$ cat src/rtl/systolic_ctrl.sv
// systolic_ctrl: job sequencer for the 8x8 systolic MAC array.
// Issues weight/data SRAM reads per tile and drives the array controls one
// cycle later, so that they line up with the returning read data.
// Optional build macro SYSTOLIC_CTRL_PERF_EN adds perf_cycles_o, a saturating
// count of busy cycles since the last accepted start.
//
// state | meaning
// IDLE  | waiting for a job request
// RUN   | cnt steps 0..TILE_CYCLES-1 per tile, reads issued while cnt<ARRAY_SIZE
// DRAIN | final array step of the last tile is in flight
// DONE  | one-cycle done pulse, then back to IDLE
module systolic_ctrl #(
  parameter int ARRAY_SIZE  = 8,
  parameter int ADDR_W      = 10,
  parameter int TILE_CYCLES = 24,
  parameter int OUT_START   = 16
) (
  input  logic              clk_i,
  input  logic              srstn_i,
  input  logic              start_i,
  input  logic              abort_i,
  input  logic [5:0]        num_tiles_i,
  input  logic [ADDR_W-1:0] w_base_i,
  input  logic [ADDR_W-1:0] d_base_i,
  output logic              busy_o,
  output logic              done_o,
  output logic              sram_ren_o,
  output logic [ADDR_W-1:0] sram_raddr_w_o,
  output logic [ADDR_W-1:0] sram_raddr_d_o,
  output logic              alu_start_o,
  output logic [8:0]        cycle_num_o,
  output logic [5:0]        matrix_index_o,
  output logic              out_valid_o,
  output logic [2:0]        out_row_o
`ifdef SYSTOLIC_CTRL_PERF_EN
  ,
  output logic [31:0]       perf_cycles_o
`endif
);

  typedef enum logic [1:0] {IDLE, RUN, DRAIN, DONE} state_t;

  localparam logic [8:0] CNT_LAST = 9'(TILE_CYCLES - 1);
  localparam logic [8:0] RD_END   = 9'(ARRAY_SIZE);
  localparam logic [8:0] OV_LO    = 9'(OUT_START);
  localparam logic [8:0] OV_HI    = 9'(OUT_START + ARRAY_SIZE);

  state_t            state_q, state_d;
  logic [8:0]        cnt_q, cnt_d;
  logic [5:0]        tile_q, tile_d;
  logic [5:0]        ntiles_q, ntiles_d;
  logic [ADDR_W-1:0] wbase_q, wbase_d;
  logic [ADDR_W-1:0] dbase_q, dbase_d;
  logic [ADDR_W-1:0] tile_off;

  logic              busy_q, busy_d;
  logic              done_q, done_d;
  logic              ren_q, ren_d;
  logic [ADDR_W-1:0] raddr_w_q, raddr_w_d;
  logic [ADDR_W-1:0] raddr_d_q, raddr_d_d;
  logic              alu_q, alu_d;
  logic [8:0]        cyc_q, cyc_d;
  logic [5:0]        mi_q, mi_d;
  logic              ov_q, ov_d;
  logic [2:0]        row_q, row_d;

  // State register plus tile counters and latched job parameters
  always_ff @(posedge clk_i) begin
    if (!srstn_i) begin
      state_q  <= IDLE;
      cnt_q    <= '0;
      tile_q   <= '0;
      ntiles_q <= '0;
      wbase_q  <= '0;
      dbase_q  <= '0;
    end else begin
      state_q  <= state_d;
      cnt_q    <= cnt_d;
      tile_q   <= tile_d;
      ntiles_q <= ntiles_d;
      wbase_q  <= wbase_d;
      dbase_q  <= dbase_d;
    end
  end

  // Next-state: job acceptance, tile stepping, abort handling
  always_comb begin
    state_d  = state_q;
    cnt_d    = cnt_q;
    tile_d   = tile_q;
    ntiles_d = ntiles_q;
    wbase_d  = wbase_q;
    dbase_d  = dbase_q;
    case (state_q)
      IDLE: begin
        if (start_i && !abort_i) begin
          ntiles_d = num_tiles_i;
          wbase_d  = w_base_i;
          dbase_d  = d_base_i;
          cnt_d    = '0;
          tile_d   = '0;
          state_d  = (num_tiles_i != 6'd0) ? RUN : DONE;
        end
      end
      RUN: begin
        if (abort_i) begin
          state_d = IDLE;
        end else if (cnt_q == CNT_LAST) begin
          cnt_d = '0;
          if ({1'b0, tile_q} + 7'd1 < {1'b0, ntiles_q}) tile_d = tile_q + 6'd1;
          else state_d = DRAIN;
        end else begin
          cnt_d = cnt_q + 9'd1;
        end
      end
      DRAIN:   state_d = abort_i ? IDLE : DONE;
      DONE:    state_d = IDLE;
      default: state_d = IDLE;
    endcase
  end

  // Output next-values: SRAM side follows the next state, array side lags one stage
  always_comb begin
    busy_d    = (state_d != IDLE);
    done_d    = (state_d == DONE);
    ren_d     = (state_d == RUN) && (cnt_d < RD_END);
    tile_off  = ADDR_W'(tile_d) * ADDR_W'(ARRAY_SIZE);
    raddr_w_d = '0;
    raddr_d_d = '0;
    if (ren_d) begin
      raddr_w_d = wbase_d + tile_off + ADDR_W'(cnt_d);
      raddr_d_d = dbase_d + tile_off + ADDR_W'(cnt_d);
    end
    alu_d = (state_q == RUN) && (state_d != IDLE);
    cyc_d = alu_d ? cnt_q : '0;
    mi_d  = alu_d ? tile_q : '0;
    ov_d  = alu_d && (cnt_q >= OV_LO) && (cnt_q < OV_HI);
    row_d = ov_d ? 3'(cnt_q - OV_LO) : '0;
  end

  // Registered outputs, cleared on reset
  always_ff @(posedge clk_i) begin
    if (!srstn_i) begin
      busy_q    <= 1'b0;
      done_q    <= 1'b0;
      ren_q     <= 1'b0;
      raddr_w_q <= '0;
      raddr_d_q <= '0;
      alu_q     <= 1'b0;
      cyc_q     <= '0;
      mi_q      <= '0;
      ov_q      <= 1'b0;
      row_q     <= '0;
    end else begin
      busy_q    <= busy_d;
      done_q    <= done_d;
      ren_q     <= ren_d;
      raddr_w_q <= raddr_w_d;
      raddr_d_q <= raddr_d_d;
      alu_q     <= alu_d;
      cyc_q     <= cyc_d;
      mi_q      <= mi_d;
      ov_q      <= ov_d;
      row_q     <= row_d;
    end
  end

  assign busy_o         = busy_q;
  assign done_o         = done_q;
  assign sram_ren_o     = ren_q;
  assign sram_raddr_w_o = raddr_w_q;
  assign sram_raddr_d_o = raddr_d_q;
  assign alu_start_o    = alu_q;
  assign cycle_num_o    = cyc_q;
  assign matrix_index_o = mi_q;
  assign out_valid_o    = ov_q;
  assign out_row_o      = row_q;

`ifdef SYSTOLIC_CTRL_PERF_EN
  logic [31:0] perf_q;
  logic        accept;

  assign accept = (state_q == IDLE) && start_i && !abort_i;

  // Busy-cycle counter: restarts on each accepted job, saturates, holds in IDLE
  always_ff @(posedge clk_i) begin
    if (!srstn_i)                     perf_q <= '0;
    else if (accept)                  perf_q <= '0;
    else if (busy_q && perf_q != '1)  perf_q <= perf_q + 32'd1;
  end

  assign perf_cycles_o = perf_q;
`else
  // Build without the busy-cycle counter: no extra port or state.
`endif

endmodule

$ cat config.mk
export PLATFORM = sky130hd
export DESIGN_NAME = systolic_ctrl
export DESIGN_NICKNAME = d
export VERILOG_FILES = /design/src/rtl/systolic_ctrl.sv
export SDC_FILE = /design/constraint.sdc
export NUM_CORES = 1
export LEC_CHECK = 0
export BUFFER_PORTS_ARGS = -buffer_cell sky130_fd_sc_hd__buf_2
export CAP_MARGIN = 20
export CORE_ASPECT_RATIO = 1.75
export CORE_MARGIN = 4
export CORE_UTILIZATION = 35
export CTS_BUF_LIST = sky130_fd_sc_hd__clkbuf_4 sky130_fd_sc_hd__clkbuf_8
export DETAILED_ROUTE_END_ITERATION = 16
export MAX_ROUTING_LAYER = met4
export PLACE_DENSITY = 0.57
export SLEW_MARGIN = 20
export SYNTH_ARGS = -nofsm -noshare
export SYNTH_HDL_FRONTEND = slang
export SYNTH_SLANG_ARGS = --single-unit
$ cat constraint.sdc
create_clock -name clk_i -period 10.91 [get_ports clk_i]
set_clock_uncertainty 0.15 [all_clocks]
set_input_delay 1.091 -clock clk_i [delete_from_list [all_inputs] [get_ports clk_i]]
set_output_delay 1.091 -clock clk_i [all_outputs]
set_load 0.03 [all_outputs]
==> flow_summary.ini <==
[status]
status = complete, no violations

[die]
core_footprint_sq_um = 12600
die_width_microns = 93.9
die_h_microns = 158
die-area_sq_um = 14900
pin_count = 73
num_rows = 54
start_util_pct = 36.0

[logic_synthesis]
synthesis.yosys.warnings = 0
post_synth_fa_ha_maj_area_fraction_pct = 14.5
synth-seq-area-share_pct = 38.1
synth.ff_latch_count = 86
synth-simple-area-share_pct = 26.4
post_synthesis_cell_area_sq_um = 4520
ys_async_sr_fraction_pct = 0
synth_xor_xnor_area_share_pct = 4.46
synth_fp_nets = 563
flip_flop_cell_with_the_highest_count_after_synthesis = dfxtp_1
netlist_instances = 489
synth_top_family_by_area = simple AND/OR/NAND/NOR gates
compound_gate_portion_of_the_synthesized_area_pct = 10.6
synth.avg_cell_area_sq_um = 9.24
synth_edf_count = 0
yosysUniqueCellTypes = 60
yosys-mux-area-fraction_pct = 1.55

[clocking]
cts_hold_repair.buffers = 0
clockRootBuffer = clkbuf_8
clockBufferDepth = 2
cts.sink_count = 86
tritoncts = built
worst_skew_pair.late_latency_ns = 0.36
cts.repair_timing.setup_buffer_count = 0
cts_repair_resize_count = 0
cts_made_buffers = 9
h_tree_level_count = 3
clk_pin_slew_worst_paths_ns = 0.09

[timing]
finalHoldWorstSlack_ns = 0.324
setup-tns-final_ns = 0
slew_viol_final = 0
post-route-min-period_ns = 5.20
fmax_ghz = 0.192
finalWorstSetupSlack_ns = 5.71
max_slew.worst_pin.slew_ns = 1.04
setup_viol = 0
timing.final.crit_share_pct = 47.6
unrepaired_setup_endpoints_after_global_routing = no
slew-limit-headroom_pct = 29.7
timing_hold_violations_final = 0

[critical_path]
critical_path_required_ns = 11.00
worst-endpoint-arrival_ns = 5.28
critical_path.endpoint_type = register
worstPathMaxFanout = 7
setup.worst_path.start_class = register
worstSetupPathType = reg2reg

[global_route]
antenna_found_initial = 0
globalRouteTotalUtil_pct = 16.1
first_pass_grt_wire_length_microns = 18000
grt_start_max_net_pins = 44
grt_pass1_vias = 3761
remaining_global_route_overflow = 0

[final_layout]
drive_above_1_share_pct = 20.2
final_common_cell = dfxtp_1
layout-area-overhead-vs-synth_pct = 16.0
n_fill_cell = 1293
stdcell_count = 727
insertedDiodeCount = 0
layout.cells.most_common_list = dfxtp_1, buf_2, nand2_1
finalNetCount = 628

[power_and_ir_drop]
power_per_cell_area_nw_per_um2 = 123
vdd.ir_drop.worst_uv = 54.9
power_leakage_nw = 2.36

[route]
wl_per_cell_microns = 15.3
detail-route-antenna-nets = 0
drt_first_iter_violations = 112
first_pass_iteration_count_of_the_detailed_router = 4
postRouteWirelength_microns = 11100
route.detailed.drc = 0
dr_total_vias = 3533
post_drt_via_cell_ratio = 4.86

[placed_design]
port_buffers = 72
dp_worst_setup_slack_ns = 5.64
dp.final_hpwl_microns = 8840
place.detailed.instances = 711
finalWeightedCongestion = 0.864

[job]
timing.max_cap.violations = 0

[hold_path]
hold_path_class = reg2reg
-- cells by family after synthesis --
group | after synthesis
buffers and inverters | 47
flip-flops | 86
multiplexers | 7
XOR/XNOR | 23
AND/OR/NAND/NOR | 221
AO/OA/AOI/OAI | 61
adder cells (fa/ha/maj) | 44
-- routing by layer --
metal | track usage [%] | share of wire (%) | up-vias
li1 | - | - | 1777
met1 | 15.9 | 38 | 1668
met2 | 30.4 | 57 | 71
met3 | 2.65 | 3.0 | 17
met4 | 7.09 | 2.6 | 0
met5 | - | 0 | -
-- area by class of cell --
| class | instances | area (sq um) | share of cell area (%) |
|---|---|---|---|
| sequential | 86 | 1720 | 32.8 |
| tap | 168 | 210 | 4.01 |
| timing repair buffer | 74 | 375 | 7.16 |
| clock inverter | 5 | 81.3 | 1.55 |
| inverter | 27 | 101 | 1.93 |
| clock buffer | 11 | 151 | 2.89 |
| multi-input combinational | 356 | 2600 | 49.6 |
-- metrics by stage --
| step | util, % | power, mW | cell area [sq um] |
|---|---|---|---|
| after global routing | 41.7 | 0.673 | 5240 |
| after global placement | 39.9 | 0.392 | 5010 |
| after CTS | 41.7 | 0.654 | 5240 |
| after floorplan | - | 0.373 | 4520 |
| after detailed placement | 39.9 | 0.393 | 5010 |
| final | 41.7 | 0.645 | 5240 |
-- registers in the layout (all words and copies together), names as in the netlist --
signal          flops
sram_raddr_w_o     10
busy_o              1
wbase_q            10
sram_ren_o          1
out_row_o           3
tile_q              6
alu_start_o         1
matrix_index_o      6
dbase_q            10
done_o              1
sram_raddr_d_o     10
out_valid_o         1
cnt_q               9
cycle_num_o         9
state_q             2
ntiles_q            6
-- path summary, 6_finish.rpt --
path                            start                           end  slack [ns]  cells past startpoint
max              tile_q[0]$_SDFF_PN0_  sram_raddr_d_o[9]$_SDFF_PN0_        5.71                     19
min          ntiles_q[3]$_SDFFE_PN0P_      ntiles_q[3]$_SDFFE_PN0P_        0.32                      2
max reg2reg      tile_q[0]$_SDFF_PN0_  sram_raddr_d_o[9]$_SDFF_PN0_        5.71                     19
min reg2reg  ntiles_q[3]$_SDFFE_PN0P_      ntiles_q[3]$_SDFFE_PN0P_        0.32                      2
-- synth_stat cells, drive strengths merged, types with 2 or more instances --
master  instances  area share (%)
nor4            4            0.55
xnor2          14             2.7
o21bai          5            0.83
a211oi          5             1.2
inv            27             2.2
nor2b          16             2.2
nand3          18             2.0
o21ai          10             1.2
a21oi           8            0.89
a22oi           2            0.55
nor3           31             5.0
xor2            9             1.7
and3            5            0.69
nand4           2            0.42
and2           37             5.1
nor2           30             2.5
o211ai          4            0.66
fa             14             6.2
a22o            2            0.39
nand2b          3            0.42
o41ai           3            0.58
a21boi          7             1.2
ha             30             8.3
o31ai           3            0.80
buf             7             1.1
nand2          65             5.6
mux2i           7             1.6
dfxtp          86              38
clkbuf         13             1.1
and4b           2            0.44
-- critical path, stage by stage (launching register included) --
cell      delay, ns
dfxtp_1        0.46
ha_1           0.25
and3_1         0.23
xor2_1         0.17
ha_1           0.26
a21o_1         0.18
a221oi_1       0.30
o311a_1        0.40
nand2_1        0.11
xnor2_1        0.23
nand2_1        0.14
fa_1           0.55
inv_1          0.05
ha_1           0.35
and2_1         0.20
o21ai_0        0.12
o21ai_0        0.13
o41ai_1        0.54
xnor2_1        0.21
nor3_2         0.05
-- power by group --
group	switching, mW	internal (mW)	total (mW)
Sequential	0.00272	0.320	0.323
Combinational	0.0393	0.0227	0.0620
Clock	0.119	0.141	0.260
Total	0.161	0.484	0.645
Power figures use the tool's default switching activity.
